===== src/rtl/hemaia_reset_seq_pkg.sv =====
// -----------------------------------------------------------------------------
// hemaia_reset_seq_pkg
//   Shared types and helpers for the reset sequencer.
//   - seq_state_e : sequencer FSM state encoding. The soft-reset states exist
//                   only when HEMAIA_RESET_SEQ_SOFT_RST_EN is defined.
//   - timer_width : width of the hold/gap down-counter. It holds
//                   max(HoldCycles, GapCycles) without wrapping.
//   - idx_width   : width of a channel index. It also holds the value
//                   NumReset, which marks "all channels released".
// -----------------------------------------------------------------------------
package hemaia_reset_seq_pkg;

    typedef enum logic [2:0] {
        INIT_HOLD   = 3'd0,
        RELEASE_GAP = 3'd1,
`ifdef HEMAIA_RESET_SEQ_SOFT_RST_EN
        SOFT_HOLD   = 3'd3,
        SOFT_GAP    = 3'd4,
`endif
        RUN         = 3'd2
    } seq_state_e;

    function automatic int unsigned timer_width(input int unsigned hold,
                                                input int unsigned gap);
        int unsigned m;
        m = (hold > gap) ? hold : gap;
        return $clog2(m + 1);
    endfunction

    function automatic int unsigned idx_width(input int unsigned n);
        return $clog2(n + 1);
    endfunction

endpackage


===== src/rtl/hemaia_reset_seq_timer.sv =====
// -----------------------------------------------------------------------------
// hemaia_reset_seq_timer
//   Loadable down-counter for hold and gap intervals. The count stops at zero
//   and never wraps.
//   Ports:
//     clk_i, rst_i : clock, synchronous active-high reset (count <= RstVal)
//     load_i       : load load_val_i on this edge (takes priority)
//     load_val_i   : value to load
//     zero_o       : count is zero (decoded from the register)
// -----------------------------------------------------------------------------
module hemaia_reset_seq_timer #(
    parameter int unsigned Width  = 4,
    parameter int unsigned RstVal = 8
) (
    input  logic             clk_i,
    input  logic             rst_i,
    input  logic             load_i,
    input  logic [Width-1:0] load_val_i,
    output logic             zero_o
);
    logic [Width-1:0] cnt_q, cnt_d;

    always_comb begin
        cnt_d = cnt_q;
        if (load_i) begin
            cnt_d = load_val_i;
        end else if (cnt_q != '0) begin
            cnt_d = cnt_q - Width'(1);
        end
    end

    always_ff @(posedge clk_i) begin
        if (rst_i) begin
            cnt_q <= Width'(RstVal);
        end else begin
            cnt_q <= cnt_d;
        end
    end

    assign zero_o = (cnt_q == '0);
endmodule


===== src/rtl/hemaia_reset_sequencer.sv =====
// -----------------------------------------------------------------------------
// hemaia_reset_sequencer
//   Boot-time reset sequencer with optional per-channel soft resets.
//   After rst_i falls, all local resets are held for HoldCycles cycles. The
//   channels are then released in ascending order, GapCycles apart. GapCycles
//   after the last release, done_o rises. In RUN, each channel's soft reset
//   request is served one at a time, lowest index first.
//   Optional feature macro: HEMAIA_RESET_SEQ_SOFT_RST_EN (soft-reset support).
//   Without it, soft_rst_req_i is ignored, soft_rst_ack_o is 0, and the FSM
//   stays in RUN after boot.
//   Ports:
//     clk_i          : clock
//     rst_i          : synchronous active-high reset
//     soft_rst_req_i : per-channel level soft-reset request
//     soft_rst_ack_o : per-channel one-cycle completion pulse
//     local_rst_no   : per-channel active-low local reset
//     busy_o         : high in every state but RUN
//     done_o         : boot sequence completed (sticky until rst_i)
//     dbg_state_o    : current FSM state, for observation
//   All outputs are driven from flops.
// -----------------------------------------------------------------------------
module hemaia_reset_sequencer
    import hemaia_reset_seq_pkg::*;
#(
    parameter int unsigned NumReset   = 4,
    parameter int unsigned HoldCycles = 8,
    parameter int unsigned GapCycles  = 2
) (
    input  logic                clk_i,
    input  logic                rst_i,
    input  logic [NumReset-1:0] soft_rst_req_i,
    output logic [NumReset-1:0] soft_rst_ack_o,
    output logic [NumReset-1:0] local_rst_no,
    output logic                busy_o,
    output logic                done_o,
    output seq_state_e          dbg_state_o
);
    localparam int unsigned TimerW = timer_width(HoldCycles, GapCycles);
    localparam int unsigned IdxW   = idx_width(NumReset);

    // Intervals loaded on a state change count the edge that follows the
    // load, so they load N-1. The reset value (HoldCycles) also counts the
    // first edge with rst_i low.
    localparam logic [TimerW-1:0] HoldLoad = TimerW'(HoldCycles - 1);
    localparam logic [TimerW-1:0] GapLoad  = TimerW'(GapCycles - 1);

    seq_state_e          state_q, state_d;
    logic [NumReset-1:0] local_rst_n_q, local_rst_n_d;
    logic                done_q, done_d;
    logic                busy_q, busy_d;
    // Next channel to release during boot; channel being served afterwards.
    logic [IdxW-1:0]     ch_idx_q, ch_idx_d;

    logic                timer_load;
    logic [TimerW-1:0]   timer_val;
    logic                timer_zero;

`ifdef HEMAIA_RESET_SEQ_SOFT_RST_EN
    logic [NumReset-1:0] ack_q, ack_d;
    // A served channel stays blocked until its request is sampled low.
    logic [NumReset-1:0] served_q, served_d;
    logic [NumReset-1:0] eligible;
    logic [IdxW-1:0]     sel_idx;
    logic                any_eligible;

    assign eligible = soft_rst_req_i & ~served_q;

    // Lowest-index eligible channel: scanning downwards leaves the lowest set
    // bit as the final assignment.
    always_comb begin
        sel_idx      = '0;
        any_eligible = 1'b0;
        for (int i = NumReset - 1; i >= 0; i--) begin
            if (eligible[i]) begin
                sel_idx      = IdxW'(i);
                any_eligible = 1'b1;
            end
        end
    end
`else
    logic unused_soft_req;
    assign unused_soft_req = ^soft_rst_req_i;
`endif

    always_comb begin
        state_d       = state_q;
        local_rst_n_d = local_rst_n_q;
        done_d        = done_q;
        ch_idx_d      = ch_idx_q;
        timer_load    = 1'b0;
        timer_val     = GapLoad;
`ifdef HEMAIA_RESET_SEQ_SOFT_RST_EN
        ack_d         = '0;
        served_d      = served_q & soft_rst_req_i;
`endif

        case (state_q)
            INIT_HOLD: begin
                if (timer_zero) begin
                    local_rst_n_d[0] = 1'b1;
                    ch_idx_d         = IdxW'(1);
                    timer_load       = 1'b1;
                    timer_val        = GapLoad;
                    state_d          = RELEASE_GAP;
                end
            end

            RELEASE_GAP: begin
                if (timer_zero) begin
                    if (ch_idx_q == IdxW'(NumReset)) begin
                        // Final gap after the last release has elapsed.
                        done_d  = 1'b1;
                        state_d = RUN;
                    end else begin
                        for (int i = 0; i < NumReset; i++) begin
                            if (ch_idx_q == IdxW'(i)) begin
                                local_rst_n_d[i] = 1'b1;
                            end
                        end
                        ch_idx_d   = ch_idx_q + IdxW'(1);
                        timer_load = 1'b1;
                        timer_val  = GapLoad;
                    end
                end
            end

            RUN: begin
`ifdef HEMAIA_RESET_SEQ_SOFT_RST_EN
                if (any_eligible) begin
                    ch_idx_d = sel_idx;
                    for (int i = 0; i < NumReset; i++) begin
                        if (sel_idx == IdxW'(i)) begin
                            local_rst_n_d[i] = 1'b0;
                        end
                    end
                    timer_load = 1'b1;
                    timer_val  = HoldLoad;
                    state_d    = SOFT_HOLD;
                end
`endif
            end

`ifdef HEMAIA_RESET_SEQ_SOFT_RST_EN
            // The served channel's request is not looked at here, so a
            // dropped request cannot abort the sequence.
            SOFT_HOLD: begin
                if (timer_zero) begin
                    for (int i = 0; i < NumReset; i++) begin
                        if (ch_idx_q == IdxW'(i)) begin
                            local_rst_n_d[i] = 1'b1;
                        end
                    end
                    timer_load = 1'b1;
                    timer_val  = GapLoad;
                    state_d    = SOFT_GAP;
                end
            end

            SOFT_GAP: begin
                if (timer_zero) begin
                    for (int i = 0; i < NumReset; i++) begin
                        if (ch_idx_q == IdxW'(i)) begin
                            ack_d[i]    = 1'b1;
                            served_d[i] = 1'b1;
                        end
                    end
                    state_d = RUN;
                end
            end
`endif

            default: begin
                state_d = INIT_HOLD;
            end
        endcase

        busy_d = (state_d != RUN);
    end

    always_ff @(posedge clk_i) begin
        if (rst_i) begin
            state_q       <= INIT_HOLD;
            local_rst_n_q <= '0;
            done_q        <= 1'b0;
            busy_q        <= 1'b1;
            ch_idx_q      <= '0;
`ifdef HEMAIA_RESET_SEQ_SOFT_RST_EN
            ack_q         <= '0;
            served_q      <= '0;
`endif
        end else begin
            state_q       <= state_d;
            local_rst_n_q <= local_rst_n_d;
            done_q        <= done_d;
            busy_q        <= busy_d;
            ch_idx_q      <= ch_idx_d;
`ifdef HEMAIA_RESET_SEQ_SOFT_RST_EN
            ack_q         <= ack_d;
            served_q      <= served_d;
`endif
        end
    end

    hemaia_reset_seq_timer #(
        .Width (TimerW),
        .RstVal(HoldCycles)
    ) u_timer (
        .clk_i     (clk_i),
        .rst_i     (rst_i),
        .load_i    (timer_load),
        .load_val_i(timer_val),
        .zero_o    (timer_zero)
    );

`ifdef HEMAIA_RESET_SEQ_SOFT_RST_EN
    assign soft_rst_ack_o = ack_q;
`else
    assign soft_rst_ack_o = '0;
`endif
    assign local_rst_no = local_rst_n_q;
    assign busy_o       = busy_q;
    assign done_o       = done_q;
    assign dbg_state_o  = state_q;
endmodule

===== config.mk =====
export PLATFORM = sky130hd
export DESIGN_NAME = hemaia_reset_sequencer
export DESIGN_NICKNAME = d
export VERILOG_FILES = /design/src/rtl/hemaia_reset_seq_pkg.sv /design/src/rtl/hemaia_reset_seq_timer.sv /design/src/rtl/hemaia_reset_sequencer.sv
export SDC_FILE = /design/constraint.sdc
export NUM_CORES = 1
export LEC_CHECK = 0
export ABC_AREA = 1
export CORE_ASPECT_RATIO = 1.25
export CORE_MARGIN = 3
export CORE_UTILIZATION = 47
export CTS_CLUSTER_DIAMETER = 40
export DETAILED_ROUTE_END_ITERATION = 7
export PLACE_DENSITY = 0.76
export SYNTH_ARGS = -nofsm -noshare
export SYNTH_HDL_FRONTEND = slang
export SYNTH_SLANG_ARGS = --single-unit

===== constraint.sdc =====
create_clock -name clk_i -period 1.65 [get_ports clk_i]
set_clock_uncertainty 0.1 [all_clocks]
set_input_delay 0.33 -clock clk_i [delete_from_list [all_inputs] [get_ports clk_i]]
set_output_delay 0.33 -clock clk_i [all_outputs]
set_load 0.05 [all_outputs]

=== Word level (Yosys, flattened, before mapping) ===
Index checks and enable logic that the tools add are counted.

* Mux-type cells: 19
* Add/sub/neg operators: 2
* Bitwise gates (word level): 1
* Reductions and logical operators: 13
* Eq/ne operators: 11

{| class="wikitable"
|+ Operators by type and width
! kind !! count
|-
| $mux 3 || 6
|-
| $reduce_and 4->1 || 4
|-
| $eq 3x2->1 const B || 3
|-
| $pmux 3 s3 || 1
|-
| $mux 4 || 2
|-
| $ne 2x2->1 const B || 4
|-
| $mux 1 || 7
|-
| $eq 3x1->1 const B || 2
|-
| $logic_not 3->1 || 2
|-
| $pmux 3 s2 || 1
|-
| $reduce_and 5->1 || 1
|-
| $logic_not 4->1 || 1
|-
| $pmux 1 s2 || 2
|-
| $reduce_bool 2->1 || 2
|-
| $reduce_bool 4->1 || 1
|-
| $sub 4x1->4 const B || 1
|-
| $add 3x1->3 const B || 1
|-
| $eq 3x3->1 const B || 1
|-
| $ne 3x2->1 const B || 1
|-
| $reduce_and 3->1 || 1
|-
| $reduce_or 2->1 || 1
|-
| $not 1->1 || 1
|}

* Logic and storage cells: 56
* Output and inout bits: 13
* Bits in registers: 16
* Bits of input ports: 6

=== Depth between registers and ports, before layout ===
* Depth in word-level cells: 5
* Mapped depth: 8
* Depth with buffers taken out: 8

=== Modules after synthesis ===
From an unflattened synthesis, not the netlist that was laid out.

* Cell total of the unflattened synthesis: 121
* Area, all modules: 874.6 µm²

{| class="wikitable"
|+ Modules (own cells, without submodules)
! module !! area an instance (µm²) !! sequential area each (µm²) !! cells each !! instances
|-
| hemaia_reset_sequencer || 593.1 || 240.2 || 77 || 1
|-
| hemaia_reset_seq_timer || 281.5 || 80.1 || 44 || 1
|}

=== Worst setup path before layout ===
Ideal clock, no wire load.

* Path kind: register to register
* Start: register state_q[0] (netlist: dbg_state_o[0])
* End: register ch_idx_q[0]
* Setup time: 0.113 ns
* Buffers on the path: 0
* Data arrival time: 1.185 ns
* Path slack: 0.252 ns
* Stages on the path, launching flop included: 6
* Required time: 1.437 ns
* Clock period less this slack: 1.398 ns
* Cells stage by stage: dfxtp_1 -> nand3_1 -> nand3_4 -> nand2_1 -> nand2_1 -> nor2_1

* Longest elaborated chain between the ends: 3
* Elaborated cells between the ends (all ways): 8
* Classes of those cells: 4 x eq/ne; 1 x mux; 3 x reduce/logical

{| class="wikitable"
|+ Ends and longest elaborated chain
! what !! RTL line !! text
|-
| start: declaration || hemaia_reset_sequencer.sv:47 || <nowiki>seq_state_e state_q, state_d;</nowiki>
|-
| start signal: assignment || hemaia_reset_sequencer.sv:192 || <nowiki>state_q <= state_d;</nowiki>
|-
| $eq 3x1->1 or $logic_not 3->1 (tied branches) || hemaia_reset_sequencer.sv:97 || <nowiki>case (state_q)</nowiki>
|-
| $ne 2x2->1 (no source line) or $reduce_bool 2->1 (tied branches) || n/a ||
|-
| $reduce_and 4->1 (no source line) || n/a ||
|-
| end signal: assignment || hemaia_reset_sequencer.sv:196 || <nowiki>ch_idx_q <= ch_idx_d;</nowiki>
|-
| end: declaration || hemaia_reset_sequencer.sv:52 || <nowiki>logic [IdxW-1:0] ch_idx_q, ch_idx_d;</nowiki>
|}

Parallel ways exist; a longest one is shown, timed or not.
A chain may end at the register's enable or synchronous reset.

=== Final worst setup path ===
* Start: register u_timer.cnt_q[0]
* End: register ch_idx_q[0]

* Longest elaborated chain between the ends: 3
* Elaborated cells between the ends (all ways): 4
* Classes of those cells: 2 x eq/ne; 2 x reduce/logical

{| class="wikitable"
|+ Ends and longest elaborated chain
! what !! RTL line !! text
|-
| start: declaration || hemaia_reset_seq_timer.sv:21 || <nowiki>logic [Width-1:0] cnt_q, cnt_d;</nowiki>
|-
| start signal: assignment || hemaia_reset_seq_timer.sv:34 || <nowiki>cnt_q <= Width'(RstVal);</nowiki>
|-
| start signal: assignment || hemaia_reset_seq_timer.sv:36 || <nowiki>cnt_q <= cnt_d;</nowiki>
|-
| $logic_not 4->1 (*) || hemaia_reset_seq_timer.sv:40 || <nowiki>assign zero_o = (cnt_q == '0);</nowiki>
|-
| $ne 2x2->1 (no source line) || n/a ||
|-
| $reduce_and 4->1 (no source line) (*) || n/a ||
|}

Every way passes the cells marked *; elsewhere a longest branch is shown, timed or not.

==> results by group <==
STA
  – Slew Viols, Final: 0
  – Unrepaired setup endpoints after global routing: no
  – Total negative slack: 0 ps
  – Setup violators final: 0
  – Fin crit share: 84.7%
  – WHS: 366 ps
  – Crit path time final: 1400 ps
  – Maximum clock frequency: 716 MHz
  – Hold Vio Cnt, Final: 0
  – Setup WS post-layout: 253 ps

GRT
  – Global-route wire length before repair: 2460 um
  – Initial antenna violation count: 0
  – Global route overflow: 0
  – Largest net degree at the start of global routing: 10
  – Vias in the first global route: 607
  – GRT Total Usage: 14.7%

Power and ir drop
  – Pwr/cell area: 1130 nW/um^2
  – Pleak: 0.460 nW
  – Worst IR Drop VDD: 0.602 mV
  – Tot Pwr: 1.18 mW

Floorplanning
  – Core ar.: 1600 um^2
  – Die area: 2270 um^2
  – Die H: 52.6 um
  – Initial Util: 50.9%
  – Io pins: 19
  – Placement row count: 16
  – Die X-Extent: 43.3 um

Clocking
  – CTS tree: built
  – Worst-Skew Late Latency: 280 ps
  – Clock root cell: clkbuf_4
  – Postcts setup bufs: 0
  – Clock buffer depth: 2
  – Clock slew at reported path FFs: 90 ps
  – CTS buffer count: 3
  – CTS resizes: 0
  – Hold_buf cts: 0
  – CTS H-tree depth: 1
  – CTS sink cnt: 16

Finish
  – Fin nets: 131
  – Post-Layout Cell Count: 136
  – Util after Layout: 65.2%
  – Cell area after layout: 1040 um^2
  – Filler cells: 137
  – Share of layout cells above drive strength 1: 22.9%
  – Synth-to-layout area growth: 28.1%
  – Antenna diodes: 0

Synthesis
  – Ranking of synthesized cells by area: dfxtp_1 (39%), ha_1 (9.2%), nand2_1 (8.7%)
  – Post-Syn Instances: 103
  – Yosys top cell by area: dfxtp_1
  – #FFs+latches synth: 16
  – Prevailing post-synth register cell: dfxtp_1
  – Most common cell in the synthesized netlist: nand2_1
  – Netlist cell types: 21
  – Post-synth top area share: 39.3%
  – Syn_area_per_cell: 7.92 um^2
  – Synth top cells by count: nand2_1 (19), dfxtp_1 (16), inv_1 (14), nor2_1 (11), a21oi_1 (7)
  – Number of synthesized flops with an enable pin: 0
  – Async SR Flop Fraction: 0%
  – Register area share after synthesis: 39.3%
  – Mapped cell area: 816 um^2
  – YS warnings: 0

Hold path
  – Hold Path Class: reg2reg
  – Worst Hold Depth: 2

Flow run
  – Max Cap Viol: 0

Placement
  – Dpl ws: 170 ps
  – Hpwl dp: 1170 um
  – Dpl cells: 132
  – Buffers on Ports: 10
  – Dpl cell area: 1010 um^2
  – Final RePlAce weighted congestion: 0.806

Route
  – WL final: 1390 um
  – Vias post-DR: 626
  – WL per Instance: 10.2 um
  – Iter 0 DRT Violations: 8
  – Antenna-violating nets left: 0
  – # DRC: 0
  – Vias per std cell: 4.60
  – First-pass DRT Iterations: 3

Critical path
  – Critical path peak fanout: 8
  – Worst path arrival time: 1520 ps
  – Crit. End Element: register
  – Path depth of the worst reg2reg path: 8
  – Crit Path Class: reg2reg
  – Worst endpoint required time: 1770 ps
  – Worst setup SP type: register

Outcome
  – Status: complete, no violations
-- metal layers --
layer	up-vias	wire length (um)	track usage (%)
li1	338	-	-
met1	276	573	16.2
met2	8	731	25.1
met3	4	42	2.41
met4	0	38	10.6
met5	-	0	0
-- report_power, final --
| group | total (mW) | switching [mW] | internal (mW) |
|---|---|---|---|
| Sequential | 0.498 | 0.0544 | 0.444 |
| Clock | 0.251 | 0.116 | 0.134 |
| Combinational | 0.428 | 0.265 | 0.163 |
-- area by class of cell --
cell class / instances / area [um^2] / area share (%)
Clock buffer: 4 / 36.3 / 3.47
Inverter: 15 / 56.3 / 5.39
Multi-Input combinational cell: 71 / 417 / 39.9
Sequential cell: 16 / 320 / 30.7
Tap cell: 18 / 22.5 / 2.16
Timing Repair Buffer: 12 / 193 / 18.4
-- critical path, stage by stage, from the launching register on --
cell and delay (ps):
dfxtp_1 320, inv_1 90, ha_1 250, nand2_2 120, nor2_8 160, nand3_4 110
nand2_1 70, nand2_1 40, nor2_1 80
-- path summary, 6_finish.rpt --
path,from,endpoint,slack (ps)
setup reg to reg,u_timer.cnt_q[0],ch_idx_q[0],250
setup / recovery,u_timer.cnt_q[0],ch_idx_q[0],250
hold reg to reg,u_timer.cnt_q[1],u_timer.cnt_q[1],370
hold / removal,u_timer.cnt_q[1],u_timer.cnt_q[1],370
-- cells by family (layout without fill, tap and decap cells) --
kind of cell | Yosys count | count (layout) | share of synthesized area, %
buf+inv | 20 | 31 | 11.5
flops | 16 | 16 | 39.3
xor+xnor | 1 | 1 | 1.07
simple gates | 48 | 48 | 31.4
other cells | 1 | 5 | 0.460
fa+ha+maj | 6 | 6 | 9.20
compound gates | 11 | 11 | 7.05
-- placed cells by master (no fill, tap or decap), types with 5 or more instances in the layout --
cell type   n
nand2_1    19
dfxtp_1    16
inv_1      14
nor2_1     11
buf_12      8
a21oi_1     7
ha_1        6
nand2_2     5
nand3_1     5
conb_1      5
-- flip-flops by register name, indices dropped and copies added, names as in the netlist --
signal	flops
busy_o	1
dbg_state_o	3
u_timer.cnt_q	4
local_rst_no	4
ch_idx_q	3
done_o	1
(Power assumes the default switching activity.)
